$ cat src/rtl/mem_arbiter.sv
// rtl/mem_arbiter.sv - round-robin arbiter sharing one memory port between icache and dcache
module mem_arbiter #(
  parameter int PHY_LEN  = 20,
  parameter int LINE_LEN = 128,
  parameter int TIMEOUT  = 64
) (
  input  logic                clk,
  input  logic                rst,
  input  logic                ic_req,
  input  logic [PHY_LEN-1:0]  ic_addr,
  output logic                ic_valid,
  output logic [LINE_LEN-1:0] ic_data,
  output logic                ic_err,
  input  logic                dc_req,
  input  logic                dc_we,
  input  logic [PHY_LEN-1:0]  dc_addr,
  input  logic [LINE_LEN-1:0] dc_wdata,
  output logic                dc_valid,
  output logic [LINE_LEN-1:0] dc_data,
  output logic                dc_err,
  output logic                mem_req,
  output logic                mem_we,
  output logic [PHY_LEN-1:0]  mem_addr,
  output logic [LINE_LEN-1:0] mem_wdata,
  input  logic                mem_ack,
  input  logic [LINE_LEN-1:0] mem_rdata,
  output logic                busy
);

  localparam logic [1:0] S_IDLE  = 2'd0;
  localparam logic [1:0] S_ISSUE = 2'd1;
  localparam logic [1:0] S_RESP  = 2'd2;

  localparam logic OWN_IC = 1'b0;
  localparam logic OWN_DC = 1'b1;

  localparam int          WD_W    = $clog2(TIMEOUT);
  localparam logic [WD_W-1:0] WD_LAST = WD_W'(TIMEOUT - 1);

  logic [1:0]          state;
  logic                last_owner;
  logic                owner;
  logic                we_q;
  logic [PHY_LEN-1:0]  addr_q;
  logic [LINE_LEN-1:0] wdata_q;
  logic [WD_W-1:0]     wdog;
  logic [LINE_LEN-1:0] data_q;
  logic                err_q;
  logic                grant_dc;

  // On contention the requester that did not go last wins.
  always_comb begin
    grant_dc = 1'b0;
    if (ic_req && dc_req)
      grant_dc = (last_owner == OWN_IC);
    else
      grant_dc = dc_req;
  end

  always_ff @(posedge clk) begin
    if (!rst) begin
      state      <= S_IDLE;
      last_owner <= OWN_DC;
      owner      <= OWN_IC;
      we_q       <= 1'b0;
      addr_q     <= '0;
      wdata_q    <= '0;
      wdog       <= '0;
      data_q     <= '0;
      err_q      <= 1'b0;
    end else begin
      case (state)
        S_IDLE: begin
          if (ic_req || dc_req) begin
            owner <= grant_dc ? OWN_DC : OWN_IC;
            if (grant_dc) begin
              addr_q  <= dc_addr;
              we_q    <= dc_we;
              wdata_q <= dc_we ? dc_wdata : '0;
            end else begin
              addr_q  <= ic_addr;
              we_q    <= 1'b0;
              wdata_q <= '0;
            end
            wdog  <= '0;
            state <= S_ISSUE;
          end
        end
        S_ISSUE: begin
          // A late ack in the final watchdog cycle still completes normally.
          if (mem_ack) begin
            data_q <= we_q ? '0 : mem_rdata;
            err_q  <= 1'b0;
            state  <= S_RESP;
          end else if (wdog == WD_LAST) begin
            data_q <= '0;
            err_q  <= 1'b1;
            state  <= S_RESP;
          end else begin
            wdog <= wdog + 1'b1;
          end
        end
        S_RESP: begin
          last_owner <= owner;
          wdog       <= '0;
          state      <= S_IDLE;
        end
        default: state <= S_IDLE;
      endcase
    end
  end

  assign busy      = (state != S_IDLE);
  assign mem_req   = (state == S_ISSUE);
  assign mem_we    = mem_req & we_q;
  assign mem_addr  = addr_q;
  assign mem_wdata = wdata_q;

  assign ic_valid = (state == S_RESP) && (owner == OWN_IC);
  assign dc_valid = (state == S_RESP) && (owner == OWN_DC);
  assign ic_data  = ic_valid ? data_q : '0;
  assign dc_data  = dc_valid ? data_q : '0;
  assign ic_err   = ic_valid & err_q;
  assign dc_err   = dc_valid & err_q;

endmodule
$ cat config.mk
export PLATFORM = sky130hd
export DESIGN_NAME = mem_arbiter
export DESIGN_NICKNAME = d
export VERILOG_FILES = /design/src/rtl/mem_arbiter.sv
export SDC_FILE = /design/constraint.sdc
export NUM_CORES = 1
export LEC_CHECK = 0
export BUFFER_PORTS_ARGS = -buffer_cell sky130_fd_sc_hd__buf_2
export CORE_AREA = 2 2 281 283
export DETAILED_ROUTE_END_ITERATION = 6
export DIE_AREA = 0 0 283 285
export PLACE_DENSITY = 0.47
export RECOVER_POWER = 25
export SLEW_MARGIN = 10
export SYNTH_ARGS = -nofsm -noshare
export SYNTH_HDL_FRONTEND = slang
export SYNTH_SLANG_ARGS = --single-unit
$ cat constraint.sdc
create_clock -name clk -period 4.2 [get_ports clk]
set_input_delay 0.42 -clock clk [delete_from_list [all_inputs] [get_ports clk]]
set_output_delay 0.42 -clock clk [all_outputs]
set_load 0.02 [all_outputs]
==> results.toml <==
[outcome]
status = "finished with violations"
failed_checks = "max-capacitance violations, max-slew violations"

[die]
ios = 713
row_count = 103
die_x_um = 283
dieArea_um2 = 80700
core_area_um2 = 78000
initial_utilization_pct = 15.1
die_h_um = 285

[timing]
hold_violations = 0
rsz0062_at_grt = "false"
skew_ns = 0.0116
post-route-period-util_pct = 75.3
clock.fmax_mhz = 316
final_max_slew_viol_count = 42
tns_ns = 0
setup_violations = 0
worst_slew_pin_slew_ns = 1.58
max-slew-margin-rel_pct = -5.07
period_minus_slack_ns = 3.16

[logic_synthesis]
synth_nets = 1473
yosysWarnings = 0
syn_inst = 1170
syn_avg_cell_area_um2 = 10.1
synth-compound-area-share_pct = 20.8
synthAdderAreaFrac_pct = 0.106
yosysSeqAreaShare_pct = 49.0
synth_area_um2 = 11800
synth_top_family_by_area = "simple AND/OR/NAND/NOR gates"
ys_types = 41
synth.mux.area_fraction_pct = 1.70
ys_ff_latch = 288
yosys.area_share.simple_pct = 23.2
synthXorXnorAreaFrac_pct = 0

[clocking]
clk_pin_slew_ns = 0.06
cts_buffers = 35
insertion_delay_ns = 0.53
cts_tree = "done"
clock-root-buffer = "clkbuf_16"
htree_levels = 2
hold_buffers = 0
cts.sinks = 288
post_cts_buffers = 0
clk_path_buf_depth = 3
cts_resized = 0

[detailed_routing]
wl_per_cell_um = 16.0
vias = 11200
detail_route.iter0.violations = 377
totalWireLength_um = 46400
antenna_left = 0
route.detailed.drc = 0
first_pass_iters = 4
vias_per_cell = 3.86

[setup_path]
cp_slowest_stage_delay_ns = 0.73
critPathKind = "reg -> out"
r2r_cells = 5
rr_startpoint = "state[0]"
rr_endpoint = "mem_wdata[68]"
critPathLaunchType = "register"
worst-path-stages = 5
critPathTopFamily = "simple AND/OR/NAND/NOR gates"
path_buf_inv = 2
reg2reg_slack_ns = 1.64
required_ns = 3.78
crit_end = "ic_data[42]"
slowest_stage = "nor2_4"
crit_path_max_fanout = 76
crit_chain = "nand2b_1 -> nor2_4 -> buf_12 -> and2_1 -> buf_2"
cp.arrival_ns = 2.74
startpoint = "state[0]"
critPathCaptureType = "output pin"

[power]
ir_drop_v = 0.000195
leakagePower_uw = 0.00774
p_per_area_nw_per_um2 = 374

[place]
io_buffers = 712
dp.final_hpwl_um = 35400
numPlacedInstances = 2838
place.gp.congestion = 0.841

[grt]
grt_max_degree = 129
grt_pass1_wl_um = 68500
antenna_found_initial = 22
grt_overflow_total = 0
grt_pass1_vias = 11000
grt_usage_pct = 10.9

[final_layout]
final_cell_mix = "563 x buf_2, 288 x dfxtp_1, 260 x and2_1, 162 x clkbuf_1, 130 x nor2b_1"
final_common_cell = "buf_2"
drive_above_1_share_pct = 34.3
syn_to_final_growth_pct = 45.8
stdcell_count = 2903
nets = 2128

[run]
drv_cap = 1

[worst_hold_path]
worstHoldPathType = "in -> reg"
## final cells by class
class	instances	area (µm²)
fill	8565	60800
tap	1050	1310
clock inverter	8	53.8
timing repair buffer	728	3570
sequential	288	5770
antenna	3	7.51
inverter	4	15.0
multi-input combinational	768	5430
clock buffer	54	1010
## power breakdown
group          leakage, µW  internal, µW  total (µW)  switching, µW
clock             0.000519          1650        2850           1200
combinational      0.00489           263         631            369
sequential         0.00234          2840        2930           86.6
total              0.00774          4760        6410           1650
## registers in the layout, indices dropped and copies added, names as in the netlist, 2 cells and up
signal,cells
data_q,128
mem_addr,20
mem_wdata,128
state,2
wdog,6
## per-stage QoR
step                      hold slack (ns)  total power [µW]  cell area (µm²)  utilization [%]  setup slack, ns
after floorplan                     0.431              3330            11800                -             2.32
after global placement              0.457              3630            16300             20.9             1.68
after detailed placement            0.457              3640            16300             20.9             1.57
after CTS                          0.0389              6590            17400             22.3            0.969
after global routing               0.0524              6730            17200             22.0            0.802
final                              0.0934              6410            17200             22.0             1.04
## cells in the mapped netlist (all sizes together)
master,n,share of area [%]
nor3,2,0.085
a31oi,1,0.053
o41ai,1,0.074
and4,1,0.074
a21boi,4,0.29
clkbuf,57,1.8
nand2,29,0.92
a22oi,128,8.2
o221ai,1,0.074
a311oi,1,0.074
and4b,1,0.085
o211a,21,1.8
mux2i,20,1.7
nor2b,130,6.9
nand4,3,0.16
and3,1,0.053
o21a,2,0.13
o211ai,1,0.064
and2,260,14
a21oi,3,0.13
buf,53,3.3
nand3,6,0.30
a41oi,1,0.074
nor2,7,0.22
inv,4,0.13
nand4b,1,0.074
ha,1,0.11
and2b,1,0.064
dfxtp,288,49
o21ai,6,0.26
nand2b,2,0.11
nor3b,3,0.23
o21ba,1,0.085
a22o,128,9.5
nor4,1,0.11
## worst min-delay path by stage
stage	start	end	slack [ns]	depth (start not counted)
global placement	wdog[5]	wdog[5]	0.46	1
finish	mem_rdata[108]	data_q[108]	0.09	2
global route	mem_rdata[105]	data_q[105]	0.05	2
floorplan	wdog[5]	wdog[5]	0.43	1
detailed placement	wdog[5]	wdog[5]	0.46	1
CTS	mem_rdata[125]	data_q[125]	0.04	2
## per-layer routing
| layer | up-vias | routed length (µm) | part of all wire [%] | GRT usage, % |
|---|---|---|---|---|
| met5 | - | 32 | 0.069 | 0 |
| met2 | 512 | 23000 | 49 | 19.5 |
| met1 | 5172 | 18200 | 39 | 12.0 |
| met3 | 100 | 3950 | 8.5 | 4.02 |
| li1 | 5423 | - | - | - |
| met4 | 6 | 1300 | 2.8 | 3.24 |
## cells by family after synthesis
logic type	after synthesis
buf+inv	114
fa+ha+maj	1
simple gates	448
compound gates	299
mux	20
flops	288
(Power assumes the default switching activity.)
